--- src/rtl/onewire_pkg.sv ---
// Shared constants and FSM state type for the 1-Wire CRC-8 (Dallas/Maxim, reflected 0x8C) logic.
// Used by both the receive-side checker and any transmit-side CRC generator.
package onewire_pkg;

  localparam logic [7:0] CRC8_POLY = 8'h8C;
  localparam logic [7:0] CRC8_INIT = 8'h00;

  typedef enum logic [1:0] {
    ST_IDLE   = 2'd0,
    ST_ACCUM  = 2'd1,
    ST_REPORT = 2'd2
  } state_e;

endpackage

--- src/rtl/onewire_crc8_byte.sv ---
// Combinational one-byte step of the reflected Dallas/Maxim CRC-8 (x^8+x^5+x^4+1).
// Bits are consumed LSB first, matching 1-Wire bit order.
module onewire_crc8_byte
  import onewire_pkg::*;
(
  input  logic [7:0] crc,
  input  logic [7:0] data,
  output logic [7:0] crc_next
);

  // NOTE: blocking assignments here are intentional; each loop pass reads the
  // value produced by the previous pass within the same evaluation.
  always_comb begin
    crc_next = crc ^ data;
    for (int i = 0; i < 8; i++) begin
      crc_next = crc_next[0] ? ((crc_next >> 1) ^ CRC8_POLY) : (crc_next >> 1);
    end
  end

endmodule

--- src/rtl/onewire_crc8_check.sv ---
// Receive-side CRC-8 residue and frame-length checker for the 1-Wire byte stream.
// Optional feature: define ONEWIRE_CRC_ZERO_REJECT_EN to fail all-zero frames (stuck-low bus).
module onewire_crc8_check
  import onewire_pkg::*;
#(
  parameter  int MAX_BYTES = 9,
  localparam int CNT_W     = $clog2(MAX_BYTES + 2)
) (
  input  logic             clk,
  input  logic             rst,
  input  logic             abort,
  input  logic             in_valid,
  input  logic [7:0]       in_data,
  input  logic             in_last,
  output logic             in_ready,
  output logic             done,
  output logic             crc_ok,
  output logic             len_err,
  output logic [7:0]       crc_out,
  output logic [CNT_W-1:0] byte_cnt
);

  localparam logic [CNT_W-1:0] CNT_MIN = CNT_W'(2);
  localparam logic [CNT_W-1:0] CNT_MAX = CNT_W'(MAX_BYTES);
  localparam logic [CNT_W-1:0] CNT_SAT = CNT_W'(MAX_BYTES + 1);

  state_e           state;
  logic             xfer;
  logic [7:0]       crc_upd;
  logic [CNT_W-1:0] cnt_upd;
  logic             len_bad;
  logic             verdict_ok;

  assign in_ready = ~rst & (state != ST_REPORT);
  assign done     = (state == ST_REPORT);
  // A byte offered alongside abort is dropped, even when it carries in_last.
  assign xfer     = in_valid & in_ready & ~abort;

  onewire_crc8_byte u_crc8_byte (
    .crc      (crc_out),
    .data     (in_data),
    .crc_next (crc_upd)
  );

`ifdef ONEWIRE_CRC_ZERO_REJECT_EN
  logic all_zero;
  logic zero_upd;

  assign zero_upd = (in_data == 8'h00) & ((state == ST_IDLE) | all_zero);
`endif

  // Verdict is computed from the post-transfer counter and CRC so that it
  // appears in the REPORT cycle together with the final crc_out/byte_cnt.
  // NOTE: every always_comb output gets a default first so no latch is inferred.
  always_comb begin
    cnt_upd = byte_cnt;
    if (state == ST_IDLE) begin
      cnt_upd = CNT_W'(1);
    end else if (byte_cnt != CNT_SAT) begin
      cnt_upd = byte_cnt + CNT_W'(1);
    end
    len_bad    = (cnt_upd < CNT_MIN) | (cnt_upd > CNT_MAX);
    verdict_ok = (crc_upd == 8'h00) & ~len_bad;
`ifdef ONEWIRE_CRC_ZERO_REJECT_EN
    verdict_ok = verdict_ok & ~zero_upd;
`endif
  end

  // NOTE: sequential state uses non-blocking assignments only.
  always_ff @(posedge clk) begin
    if (rst) begin
      state    <= ST_IDLE;
      crc_out  <= CRC8_INIT;
      byte_cnt <= '0;
      crc_ok   <= 1'b0;
      len_err  <= 1'b0;
    end else if (abort) begin
      state    <= ST_IDLE;
      crc_out  <= CRC8_INIT;
      byte_cnt <= '0;
    end else begin
      case (state)
        ST_IDLE, ST_ACCUM: begin
          if (xfer) begin
            crc_out  <= crc_upd;
            byte_cnt <= cnt_upd;
            if (in_last) begin
              state   <= ST_REPORT;
              crc_ok  <= verdict_ok;
              len_err <= len_bad;
            end else begin
              state <= ST_ACCUM;
            end
          end
        end
        ST_REPORT: begin
          state    <= ST_IDLE;
          crc_out  <= CRC8_INIT;
          byte_cnt <= '0;
        end
        default: begin
          state    <= ST_IDLE;
          crc_out  <= CRC8_INIT;
          byte_cnt <= '0;
        end
      endcase
    end
  end

`ifdef ONEWIRE_CRC_ZERO_REJECT_EN
  always_ff @(posedge clk) begin
    if (rst || abort || (state == ST_REPORT)) begin
      all_zero <= 1'b1;
    end else if (xfer) begin
      all_zero <= zero_upd;
    end
  end
`endif

endmodule

--- config.mk ---
export PLATFORM = sky130hd
export DESIGN_NAME = onewire_crc8_check
export DESIGN_NICKNAME = d
export VERILOG_FILES = /design/src/rtl/onewire_pkg.sv /design/src/rtl/onewire_crc8_byte.sv /design/src/rtl/onewire_crc8_check.sv
export SDC_FILE = /design/constraint.sdc
export NUM_CORES = 1
export LEC_CHECK = 0
export ABC_CLOCK_PERIOD_IN_PS = 1790
export CAP_MARGIN = 5
export CORE_MARGIN = 10
export CORE_UTILIZATION = 42
export CTS_CLUSTER_DIAMETER = 120
export DETAILED_ROUTE_END_ITERATION = 6
export GPL_ROUTABILITY_DRIVEN = 1
export GPL_TIMING_DRIVEN = 0
export PLACE_DENSITY = 0.85
export SLEW_MARGIN = 20
export SYNTH_ARGS = -nofsm -noshare
export SYNTH_HDL_FRONTEND = slang
export SYNTH_HIERARCHICAL = 1
export SYNTH_SLANG_ARGS = --single-unit
--- constraint.sdc ---
create_clock -name clk -period 1.79 [get_ports clk]
set_input_delay 0.179 -clock clk [delete_from_list [all_inputs] [get_ports clk]]
set_output_delay 0.179 -clock clk [all_outputs]
set_load 0.05 [all_outputs]
## After elaboration in Yosys (flattened, before gate mapping)

Cells that the tools add are included.

- $add $sub $neg: 1
- Multiply operators: 0
- Divide/modulo/power cells: 0
- $lt $le $gt $ge: 2
- Equal/unequal tests: 4
- Shifts and indexed selects: 0
- Muxes and demuxes: 11
- Bitwise logic cells: 18
- Reductions and logical operators: 5

Operator list:

| operator | number |
|---|---|
| $mux 8 | 8 |
| $not 2->3 | 8 |
| $logic_not 8->1 | 1 |
| $mux 4 | 2 |
| $xor 8x8->8 | 1 |
| $add 4x1->4 const B | 1 |
| $and 1x1->1 | 4 |
| $gt 4x4->1 const B | 1 |
| $lt 4x2->1 const B | 1 |
| $ne 4x4->1 const B | 1 |
| $not 1->1 | 4 |
| $reduce_and 4->1 | 1 |
| $reduce_or 3->1 | 1 |
| $eq 2x1->1 const B | 1 |
| $eq 2x2->1 const B | 1 |
| $logic_not 2->1 | 1 |
| $mux 2 | 1 |
| $ne 2x2->1 const B | 1 |
| $reduce_or 2->1 | 1 |
| $or 1x1->1 | 1 |

- Bits in registers: 16
- Latch bits: 0
- Memory bits (writable): 0
- ROM bits: 0
- Input bits: 13
- Memories: 0

## Logic depth before layout (Yosys ltp)

Gate-level depths: netlist of run 1.

- Word-level depth: 19
- Mapped depth: 6
- Mapped depth without buffers: 6

## Modules after synthesis

Netlist of run 1, hierarchy kept.

By module, submodules not included:

| module | times used | cells each | area an instance (um^2) |
|---|---|---|---|
| onewire_crc8_check | 1 | 77 | 765.7 |
| onewire_crc8_byte | 1 | 21 | 235.2 |

## Least setup slack after synthesis of run 1

No wires, ideal clock.

- Path type: reg-to-reg
- From: register crc_out[1]
- To: register crc_ok
- Library setup time: 87 ps
- Arrival: 2052 ps
- Setup slack: -349 ps
- Cell stages (with the launch flop): 7
- Buffers on the path: 0
- Cell sequence: dfxtp_1 xnor2_2 xnor3_1 xnor2_1 nor4_1 nand4b_1 o31ai_1

RTL lines:

| element | RTL line | source |
|---|---|---|
| from (decl) | onewire_crc8_check.sv:19 | `output logic [7:0] crc_out,` |
| from (signal assigned) | onewire_crc8_check.sv:85 | `crc_out <= crc_upd;` |
| $xor 8x8->8 | onewire_crc8_byte.sv:14 | `crc_next = crc ^ data;` |
| $mux 8 (8 in series) | onewire_crc8_byte.sv:16 | `crc_next = crc_next[0] ? ((crc_next >> 1) ^ CRC8_POLY) : (crc_next >> 1);` |
| via crc_upd[2] | onewire_crc8_check.sv:29 | `logic [7:0] crc_upd;` |
| $logic_not 8->1 | onewire_crc8_check.sv:63 | `verdict_ok = (crc_upd == 8'h00) & ~len_bad;` |
| $and 1x1->1 | onewire_crc8_check.sv:63 |  |
| to (signal assigned) | onewire_crc8_check.sv:89 | `crc_ok <= verdict_ok;` |
| to (decl) | onewire_crc8_check.sv:17 | `output logic crc_ok,` |

The timed path passes the listed nets, and every way through them passes these cells.
A chain may end at the register's enable or synchronous reset.

## Worst setup path in the final report of run 1

- From: input in_data[3]
- To: register crc_ok

RTL lines:

| element | RTL line | source |
|---|---|---|
| from (decl) | onewire_crc8_check.sv:13 | `input logic [7:0] in_data,` |
| $xor 8x8->8 (*) | onewire_crc8_byte.sv:14 |  |
| $not 2->3 (no source line) | - |  |
| $mux 8 (*) (8 in series) | onewire_crc8_byte.sv:16 |  |
| via crc_upd[1] | onewire_crc8_check.sv:29 |  |
| $logic_not 8->1 (*) | onewire_crc8_check.sv:63 |  |
| $and 1x1->1 (*) | onewire_crc8_check.sv:63 |  |

Mark *: on every way through the listed nets, which the timed path passes. The rest lies on a longest branch.

==> flow_summary_export.csv, run 1 <==
group,metric,value,unit
run_status,status,"finished with violations",
run_status,failed_checks,"negative setup slack",
critical_path,buffer_and_inverter_count_on_the_worst_path,1,
detailed_routing,drcViolationCount,0,
cells_and_area,syn_to_final_growth,41.9,%
grt,grt_util_all_layers,0.110,
pwr,p_switching,252,uW
pwr,design_power_total,828,uW
critical_path,path_cells,"clkdlybuf4s50_1 > xnor2_2 > xnor3_2 > xnor2_1 > nor4_1 > nand4b_1 > o31ai_1",
timing,finalHoldViolations,0,
detailed_routing,wl_per_cell,14.1,um
critical_path,crit_slowest_cell,"sky130_fd_sc_hd__xnor3_2",
critical_path,worstSetupEndpointType,"flip-flop",
pwr,worst_case_vdd_ir_drop,0.000469,V
detailed_routing,final_antenna_net_count,0,
timing,max_slew.worst_pin.slew,0.506,ns
logic_synthesis,synth_compound_gate_area_share,0.0825,
logic_synthesis,post_synth_fa_ha_maj_area_fraction,0.0250,
critical_path,worst-path-stages,7,
cts,cts_max_path_buffers,2,
timing,drv_slew,0,
worst_hold_path,min-delay-path-class,"flip-flop to flip-flop",
critical_path,cp_slowest_stage_delay,0.48,ns
timing,setup_slack,-0.147,ns
detailed_routing,dr_total_vias,787,
pwr,p_int,576,uW
cts,clock_latency,0.29,ns
logic_synthesis,synth_cell_type_count,32,
critical_path,critical_path_peak_fanout,2,
grt,grt_first_pass_wirelength,3910,um
pwr,sequentialPowerShare,0.442,
die,rows,17,
cts,cts.reportedPaths.clkPinSlew,0.09,ns
logic_synthesis,post_synth_xor_area_fraction,0.252,
die,num_io_pins,29,
timing,max_freq,0.516,GHz
timing,fin_tns_setup,-0.147,ns
timing,final_setup_vio_count,1,
logic_synthesis,post_synth_inst_count,98,
cells_and_area,commonest_non_fill_non_tap_cells_in_the_layout,"24 x sky130_fd_sc_hd__clkdlybuf4s50_1, 16 x sky130_fd_sc_hd__nor2_1, 12 x sky130_fd_sc_hd__xnor2_1, 9 x sky130_fd_sc_hd__mux2i_1, 6 x sky130_fd_sc_hd__dfxtp_1",
die,core-area,2230,um^2
cts,clock_tree.htree_level_count,1,
critical_path,type_of_the_worst_setup_path,"primary input to flip-flop",
grt,grt.overflow.total,0,
critical_path,rr_worst_depth,6,
logic_synthesis,post_synthesis_net_count,113,
cells_and_area,layout_commonest_cell,"sky130_fd_sc_hd__clkdlybuf4s50_1",
logic_synthesis,yosysSeqAreaShare,0.320,
critical_path,critical-path-top-delay-family,"XOR/XNOR gates",
logic_synthesis,synth_top_family_by_area,"XOR/XNOR gates",
placement,gp_congestion,0.841,
logic_synthesis,syn_area_per_cell,10.2,um^2
placement,io_buffers,28,
pwr,static_leak,0.592,nW
logic_synthesis,post_synth_instance_area,1000,um^2
detailed_routing,detail_route.first_pass.iterations,4,
cells_and_area,final_net_count,148,
grt,grt_start_max_net_pins,11,
placement,hpwlAfterDp,1790,um
cts,cts_tree,"done",
cells_and_area,antenna-diode-count,0,
detailed_routing,vias_per_cell,4.92,
timing,timing.hold.ws,0.503,ns
timing,grt_setup_unrepaired,"yes",
grt,vias_in_the_first_global_route,804,
placement,post_dp_cell_area,1360,um^2
logic_synthesis,synth_mux_area_frac,0.0900,
die,dieWidth,68.8,um
pwr,p_per_area,583,nW/um^2
critical_path,critPathRequiredTime,1.99,ns
detailed_routing,finalWirelength,2260,um
timing,layout_min_cycle_time,1.94,ns
die,initial_core_utilization,0.448,
timing,share_of_the_cycle_needed_by_the_critical_path_after_routing,1.08,
worst_hold_path,cell_depth_of_the_worst_min_delay_path,2,
detailed_routing,detail_route.iter0.violations,6,
placement,pre_cts_slack,-0.508,ns
timing,clk_skew,0.00645,ns
cts,clk_root_buffer_cell,"sky130_fd_sc_hd__clkbuf_4",
logic_synthesis,post_synth_simple_gate_area,0.194,
logic_synthesis,number_of_warning_messages_in_the_yosys_log,6,
critical_path,worstPathArrival,2.14,ns
pwr,combPwrFrac,0.314,
cells_and_area,post_route_cells_drive_above_1_share,0.220,
pwr,share_clk_of_total_power,0.245,
job,max-cap-violations,0,
logic_synthesis,ys_seq_elements,16,
cts,cts.sink_count,16,
critical_path,cp-start-kind,"primary input",
pwr,sw_frac,0.305,
grt,grt_antenna_before_repair,0,
cells_and_area,finalInstanceArea,1420,um^2
die,die_h,68.8,um
timing,worst_slew_margin,0.661,
cts,tritoncts.num_buffers,3,
die,die_area,4740,um^2
## registers in the layout (all words and copies together) (netlist names)
name / count
crc_out: 8
len_err: 1
crc_ok: 1
state: 2
byte_cnt: 4
## stage by stage
stage,util,std cells
after floorplan,-,98
after global placement,0.608,154
after detailed placement,0.608,154
final,0.636,160
after CTS,0.627,159
after global routing,0.636,160
## logic make-up (layout without fill, tap and decap cells)
| family | after synthesis | count (layout) |
|---|---|---|
| xor gates and xnor gates | 23 | 23 |
| buffers and inverters | 5 | 39 |
| AOI/OAI and AO/OA | 11 | 11 |
| DFF | 16 | 16 |
| muxes | 9 | 9 |
| and+or+nand+nor | 32 | 32 |
| adders and majority gates | 2 | 2 |
## repair_timing
item / in CTS / in global routing
setup endpoints to repair: 4 / 3
setup buffers: 1 / 1
hold endpoints to repair: 0 / 0
hold buffers: 0 / 0
resized for setup: 5 / 3
pin swaps: 3 / 2
## synthesized netlist by cell type (all sizes together)
cell      n  area share
nand2b    1      0.0063
dfxtp    16        0.32
or3       2       0.012
inv       3       0.011
a2bb2oi   1      0.0088
xor2      4       0.035
nand4b    1      0.0088
buf       2       0.025
nor2b     1      0.0088
o31ai     2       0.015
o21ai     1      0.0050
xnor2    17        0.17
nand3b    2       0.028
nor4b     1       0.015
o211ai    2       0.015
nor2     16       0.060
nor4      2       0.012
a21oi     2       0.010
nand3     1       0.010
nand2     3       0.011
xnor3     2       0.046
nor3      1      0.0050
nand4bb   1       0.016
mux2i     9       0.090
ha        2       0.025
a21bo     1       0.010
o221a     1       0.011
a211oi    1      0.0075
## final timing paths
| check | slack [ns] | to | start |
|---|---|---|---|
| setup / recovery | -0.15 | crc_ok$_SDFFE_PP0P_ | in_data[3] |
| hold / removal | 0.50 | crc_ok$_SDFFE_PP0P_ | crc_ok$_SDFFE_PP0P_ |
| setup reg to reg | -0.13 | crc_ok$_SDFFE_PP0P_ | crc_out[3]$_SDFFE_PP0P_ |
| hold reg to reg | 0.50 | crc_ok$_SDFFE_PP0P_ | crc_ok$_SDFFE_PP0P_ |
## area by class of cell
type / instances / area [um^2]
Fill cell: 188 / 813
Multi-Input combinational cell: 77 / 683
Sequential cell: 16 / 345
Timing Repair Buffer: 30 / 294
Tap cell: 28 / 35.0
Clock buffer: 4 / 26.3
Buffer: 2 / 25.0
Inverter: 3 / 11.3
## tightest hold or removal path: stages (launching register included)
cell and delay (ns):
sky130_fd_sc_hd__dfxtp_1 0.33, sky130_fd_sc_hd__nand3b_1 0.08, sky130_fd_sc_hd__o31ai_1 0.06
## power groups by stage
stage               Sequential (mW)  Combinational (mW)  Clock [mW]
floorplan                     0.394               0.157           0
global placement              0.373               0.248           0
detailed placement            0.374               0.251           0
CTS                           0.366               0.257       0.212
global route                  0.367               0.277       0.233
finish                        0.366               0.260       0.202
## routing by layer
layer  global-route usage  vias up  wire length (um)
li1                     -      411                 -
met1                0.127      358              1010
met2                0.175       14              1080
met3               0.0403        4               127
met4               0.0517        0                37
met5                    0        -                 0
No activity file was read; power rests on OpenSTA's default activity.
==> inputs of run 2 (changes only) <==
- PLACE_DENSITY: 0.85 -> 0.75
==> flow_summary_export.csv, run 2 (synthesis results as in run 1) <==
group,metric,value,unit
timing,layout_min_cycle_time,1.92,ns
cells_and_area,antenna-diode-count,0,
die,die_h,68.8,um
grt,grt_first_pass_wirelength,4040,um
cts,clk_root_buffer_cell,"sky130_fd_sc_hd__clkbuf_4",
grt,grt.overflow.total,0,
timing,grt_setup_unrepaired,"yes",
cells_and_area,commonest_non_fill_non_tap_cells_in_the_layout,"23 x sky130_fd_sc_hd__clkdlybuf4s50_1, 16 x sky130_fd_sc_hd__nor2_1, 13 x sky130_fd_sc_hd__xnor2_1, 9 x sky130_fd_sc_hd__mux2i_1, 7 x sky130_fd_sc_hd__dfxtp_1",
cells_and_area,syn_to_final_growth,42.0,%
placement,io_buffers,28,
cells_and_area,core_utilization_of_the_finished_layout,0.636,
detailed_routing,finalWirelength,2280,um
timing,max_freq,0.520,GHz
die,die_area,4740,um^2
die,dieWidth,68.8,um
critical_path,critical-path-top-delay-family,"XOR/XNOR gates",
cts,cts_tree,"done",
pwr,sequentialPowerShare,0.444,
die,num_io_pins,29,
run_status,status,"finished with violations",
pwr,static_leak,0.590,nW
cts,cts.sink_count,16,
cells_and_area,largestRegisters,"crc_out: 8 flops, byte_cnt: 4 flops, state: 2 flops",
pwr,combPwrFrac,0.317,
detailed_routing,vias_per_cell,4.99,
timing,final_setup_vio_count,1,
pwr,share_clk_of_total_power,0.239,
die,rows,17,
detailed_routing,drcViolationCount,0,
cells_and_area,post_route_cells_drive_above_1_share,0.205,
timing,fin_tns_setup,-0.134,ns
cells_and_area,layoutNonFillerInstCount,160,
pwr,design_power_total,825,uW
pwr,p_int,575,uW
timing,drv_slew,0,
cts,tritoncts.num_buffers,3,
grt,grt_antenna_before_repair,0,
critical_path,worstPathArrival,2.12,ns
placement,gp_congestion,0.761,
timing,worst_slew_margin,0.659,
cts,clock_tree.htree_level_count,1,
cells_and_area,final_net_count,148,
run_status,failed_checks,"negative setup slack",
critical_path,buffer_and_inverter_count_on_the_worst_path,1,
timing,clk_skew,0.00899,ns
pwr,p_switching,250,uW
placement,pre_cts_slack,-0.520,ns
detailed_routing,wl_per_cell,14.2,um
critical_path,type_of_the_worst_setup_path,"primary input to flip-flop",
placement,post_dp_cell_area,1360,um^2
critical_path,path_cells,"clkdlybuf4s50_1 > xnor2_4 > xnor3_2 > xnor2_1 > nor4_1 > nand4b_1 > o31ai_1",
placement,placed_cells,154,
grt,vias_in_the_first_global_route,836,
grt,grt_util_all_layers,0.112,
detailed_routing,final_antenna_net_count,0,
timing,setup_slack,-0.134,ns
critical_path,worstSetupEndpointType,"flip-flop",
critical_path,crit_slowest_cell,"sky130_fd_sc_hd__clkdlybuf4s50_1",
timing,max_slew.worst_pin.slew,0.509,ns
pwr,sw_frac,0.303,
job,max-cap-violations,0,
critical_path,cp_slowest_stage_delay,0.58,ns
pwr,worst_case_vdd_ir_drop,0.000450,V
critical_path,critical_path_peak_fanout,3,
worst_hold_path,min-delay-path-class,"flip-flop to flip-flop",
critical_path,critPathRequiredTime,1.99,ns
cts,cts.reportedPaths.clkPinSlew,0.08,ns
cells_and_area,layout_commonest_cell,"sky130_fd_sc_hd__clkdlybuf4s50_1",
detailed_routing,detail_route.first_pass.iterations,4,
pwr,p_per_area,580,nW/um^2
die,core-area,2230,um^2
cts,clock_latency,0.29,ns
grt,grt_start_max_net_pins,11,
timing,finalHoldViolations,0,
cells_and_area,largest_register_ffs,8,
die,initial_core_utilization,0.448,
detailed_routing,dr_total_vias,799,
cells_and_area,finalInstanceArea,1420,um^2
cts,cts_max_path_buffers,2,
timing,timing.hold.ws,0.512,ns
timing,share_of_the_cycle_needed_by_the_critical_path_after_routing,1.07,
detailed_routing,detail_route.iter0.violations,34,
cells_and_area,largest_register,"crc_out",
critical_path,cp-start-kind,"primary input",
placement,hpwlAfterDp,1880,um
==> run 2: changes by cell type in the layout (fill, tap and decap cells not counted) <==
cell | previous run | this run
sky130_fd_sc_hd__clkdlybuf4s50_1 | 24 | 23
sky130_fd_sc_hd__dfxtp_1 | 6 | 7
sky130_fd_sc_hd__dfxtp_2 | 5 | 4
sky130_fd_sc_hd__dlygate4sd2_1 | 3 | 4
sky130_fd_sc_hd__xnor2_1 | 12 | 13
sky130_fd_sc_hd__xnor2_2 | 3 | 1
sky130_fd_sc_hd__xnor2_4 | 2 | 3
==> run 2: path summary, 6_finish.rpt <==
check                        endpoint  depth (start not counted)                    start  slack (ns)
setup / recovery  crc_ok$_SDFFE_PP0P_                          7               in_data[4]       -0.13
hold / removal    crc_ok$_SDFFE_PP0P_                          2      crc_ok$_SDFFE_PP0P_        0.51
setup reg to reg  crc_ok$_SDFFE_PP0P_                          6  crc_out[7]$_SDFFE_PP0P_       -0.11
hold reg to reg   crc_ok$_SDFFE_PP0P_                          2      crc_ok$_SDFFE_PP0P_        0.51
==> run 2: final cells by class <==
| type | count | area, um^2 |
|---|---|---|
| repair buffers | 30 | 293 |
| fillers | 200 | 812 |
| clock buffers | 4 | 26.3 |
| well taps | 28 | 35.0 |
| plain buffers | 2 | 25.0 |
| flip-flops and latches | 16 | 344 |
| inverters | 3 | 11.3 |
| multi-input cells | 77 | 687 |
==> run 2: metal layers <==
metal	vias up	part of all wire	track usage
met1	368	0.43	0.138
met2	18	0.49	0.177
li1	409	-	-
met5	-	0	0
met3	4	0.067	0.0370
met4	0	0.012	0.0443
==> run 2: worst reg2reg max path, cell delays in order, from the launching register on <==
cell and delay (ns):
sky130_fd_sc_hd__dfxtp_4 0.36, sky130_fd_sc_hd__xnor2_1 0.14, sky130_fd_sc_hd__xnor3_2 0.49, sky130_fd_sc_hd__xnor2_1 0.18
sky130_fd_sc_hd__nor4_1 0.31, sky130_fd_sc_hd__nand4b_1 0.13, sky130_fd_sc_hd__o31ai_1 0.20
==> run 2: what timing repair did <==
action | CTS | global route
setup buffers | 1 | 1
hold buffers | 0 | 0
pin swaps | 6 | 3
setup endpoints to repair | 4 | 2
resized for setup | 6 | 2
==> run 2: power groups by stage <==
stage               Combinational [mW]  Clock [mW]  Sequential (mW)
detailed placement               0.253           0            0.374
finish                           0.262       0.197            0.366
global placement                 0.250           0            0.373
floorplan                        0.157           0            0.394
global route                     0.282       0.229            0.368
CTS                              0.258       0.209            0.366
==> inputs of run 3 (changes only) <==
- PLACE_DENSITY: 0.75 -> 0.79
==> flow_summary_export.csv, run 3 (synthesis results as in run 1) <==
group,metric,value,unit
critical_path,worstSetupEndpointType,"flip-flop",
cells_and_area,largest_register,"crc_out",
timing,grt_setup_unrepaired,"yes",
timing,max_freq,0.525,GHz
critical_path,ff2ff_setup_slack,-0.10,ns
job,max-cap-violations,0,
placement,io_buffers,28,
cells_and_area,antenna-diode-count,0,
timing,worst_slew_margin,0.658,
cells_and_area,sequential_cell_area,344,um^2
critical_path,critical_path.reg2reg.startpoint,"crc_out[6]$_SDFFE_PP0P_",
detailed_routing,wl_per_cell,15.0,um
detailed_routing,detail_route.first_pass.iterations,3,
placement,pre_cts_slack,-0.476,ns
cts,clock_latency,0.29,ns
grt,grt_first_pass_wirelength,3950,um
die,rows,17,
cts,cts.reportedPaths.clkPinSlew,0.08,ns
timing,final_setup_vio_count,1,
grt,grt_antenna_before_repair,0,
pwr,p_switching,254,uW
cells_and_area,final_net_count,150,
pwr,p_per_area,600,nW/um^2
cts,cts_max_path_buffers,2,
critical_path,startpoint,"in_data[7]",
run_status,status,"finished with violations",
cells_and_area,n_fill_cell,188,
timing,finalHoldViolations,0,
detailed_routing,vias_per_cell,5.08,
cells_and_area,largest_register_ffs,8,
detailed_routing,dr_total_vias,823,
timing,layout_min_cycle_time,1.90,ns
cts,cts_hold_repair.buffers,0,
placement,gp_congestion,0.784,
pwr,p_int,625,uW
timing,timing.hold.ws,0.512,ns
placement,post_dp_cell_area,1360,um^2
timing,clk_skew,0.00674,ns
critical_path,type_of_the_worst_setup_path,"primary input to flip-flop",
detailed_routing,drcViolationCount,0,
cts,tritoncts.num_buffers,3,
timing,setup_slack,-0.114,ns
critical_path,cp-start-kind,"primary input",
die,die_area,4740,um^2
timing,drv_slew,0,
timing,fin_tns_setup,-0.114,ns
pwr,combPwrFrac,0.318,
cts,clock_tree.htree_level_count,1,
critical_path,critical_path_peak_fanout,3,
die,core-area,2230,um^2
run_status,failed_checks,"negative setup slack",
die,dieWidth,68.8,um
cells_and_area,footprint_of_the_multi_input_gates,703,um^2
grt,grt_start_max_net_pins,11,
critical_path,rr_worst_depth,6,
cells_and_area,syn_to_final_growth,46.5,%
cts,cts.sink_count,16,
pwr,design_power_total,879,uW
cells_and_area,core_utilization_of_the_finished_layout,0.657,
grt,vias_in_the_first_global_route,869,
placement,hpwlAfterDp,1930,um
die,die_h,68.8,um
pwr,worst_case_vdd_ir_drop,0.000717,V
timing,share_of_the_cycle_needed_by_the_critical_path_after_routing,1.06,
critical_path,worstReg2RegEnd,"crc_ok$_SDFFE_PP0P_",
grt,grt_util_all_layers,0.109,
die,initial_core_utilization,0.448,
cells_and_area,finalInstanceArea,1470,um^2
cells_and_area,layoutNonFillerInstCount,162,
detailed_routing,final_antenna_net_count,0,
critical_path,critPathRequiredTime,1.99,ns
detailed_routing,detail_route.iter0.violations,9,
critical_path,cp-endpoint,"crc_ok$_SDFFE_PP0P_",
pwr,sw_frac,0.289,
cells_and_area,commonest_non_fill_non_tap_cells_in_the_layout,"23 x sky130_fd_sc_hd__clkdlybuf4s50_1, 16 x sky130_fd_sc_hd__nor2_1, 10 x sky130_fd_sc_hd__xnor2_1, 9 x sky130_fd_sc_hd__mux2i_1, 7 x sky130_fd_sc_hd__dfxtp_1",
cts,cts_tree,"done",
grt,grt.overflow.total,0,
detailed_routing,finalWirelength,2430,um
cells_and_area,post_route_cells_drive_above_1_share,0.254,
cells_and_area,largestRegisters,"crc_out: 8 flops, byte_cnt: 4 flops, state: 2 flops",
timing,max_slew.worst_pin.slew,0.512,ns
pwr,static_leak,0.639,nW
pwr,sequentialPowerShare,0.416,
placement,placed_cells,154,
worst_hold_path,min-delay-path-class,"flip-flop to flip-flop",
pwr,share_clk_of_total_power,0.265,
critical_path,worstPathArrival,2.11,ns
die,num_io_pins,29,
cts,clk_root_buffer_cell,"sky130_fd_sc_hd__clkbuf_4",
cells_and_area,layout_commonest_cell,"sky130_fd_sc_hd__clkdlybuf4s50_1",
[run 3: cell count changes in the layout (fill, tap and decap cells not counted), sizes merged]
cell          before  now
dlygate4sd2        4    3
dlymetal6s2s       1    2
buf                4    6
[run 3: layer usage]
| metal | GRT usage | vias to the layer above | part of all wire |
|---|---|---|---|
| met5 | 0 | - | 0 |
| met4 | 0.0246 | 0 | 0.0049 |
| met3 | 0.0531 | 2 | 0.064 |
| met2 | 0.195 | 17 | 0.53 |
| met1 | 0.113 | 390 | 0.40 |
| li1 | - | 414 | - |
[run 3: final cells by class]
type | instances | area share
Inverter | 3 | 0.00768
Buffer | 2 | 0.0171
Tap cell | 28 | 0.0239
Multi-Input combinational cell | 77 | 0.480
Timing Repair Buffer | 32 | 0.212
Sequential cell | 16 | 0.235
Clock buffer | 4 | 0.0247
[run 3: how the worst min path moves through the flow]
stage | start | endpoint | slack [ns] | depth (start not counted)
after detailed placement | crc_ok$_SDFFE_PP0P_ | crc_ok$_SDFFE_PP0P_ | 0.48 | 2
final | crc_ok$_SDFFE_PP0P_ | crc_ok$_SDFFE_PP0P_ | 0.51 | 2
after floorplan | in_valid | state[1]$_SDFFE_PP0P_ | 0.30 | 2
after global placement | crc_ok$_SDFFE_PP0P_ | crc_ok$_SDFFE_PP0P_ | 0.48 | 2
after global routing | crc_ok$_SDFFE_PP0P_ | crc_ok$_SDFFE_PP0P_ | 0.54 | 2
after CTS | crc_ok$_SDFFE_PP0P_ | crc_ok$_SDFFE_PP0P_ | 0.50 | 2
[run 3: repair_timing]
action,4_1_cts,5_1_grt
resized for setup,4,7
endpoints found under the setup margin,4,3
pin swaps,3,8
setup buffers,1,3
gates cloned,0,0
[run 3: worst max-delay path, cell delays in order]
cell	delay, ns
sky130_fd_sc_hd__clkdlybuf4s50_1	0.50
sky130_fd_sc_hd__xnor2_2	0.12
sky130_fd_sc_hd__xnor3_2	0.49
sky130_fd_sc_hd__xnor2_2	0.17
sky130_fd_sc_hd__nor4_1	0.31
sky130_fd_sc_hd__nand4b_1	0.15
sky130_fd_sc_hd__o31ai_2	0.18
[run 3: power groups by stage]
stage | sequential [mW] | clock [mW] | combinational [mW]
4_1_cts | 0.366 | 0.244 | 0.259
3_3_place_gp | 0.374 | 0 | 0.250
2_1_floorplan | 0.394 | 0 | 0.157
3_5_place_dp | 0.374 | 0 | 0.254
6_report | 0.366 | 0.233 | 0.280
5_1_grt | 0.368 | 0.261 | 0.298
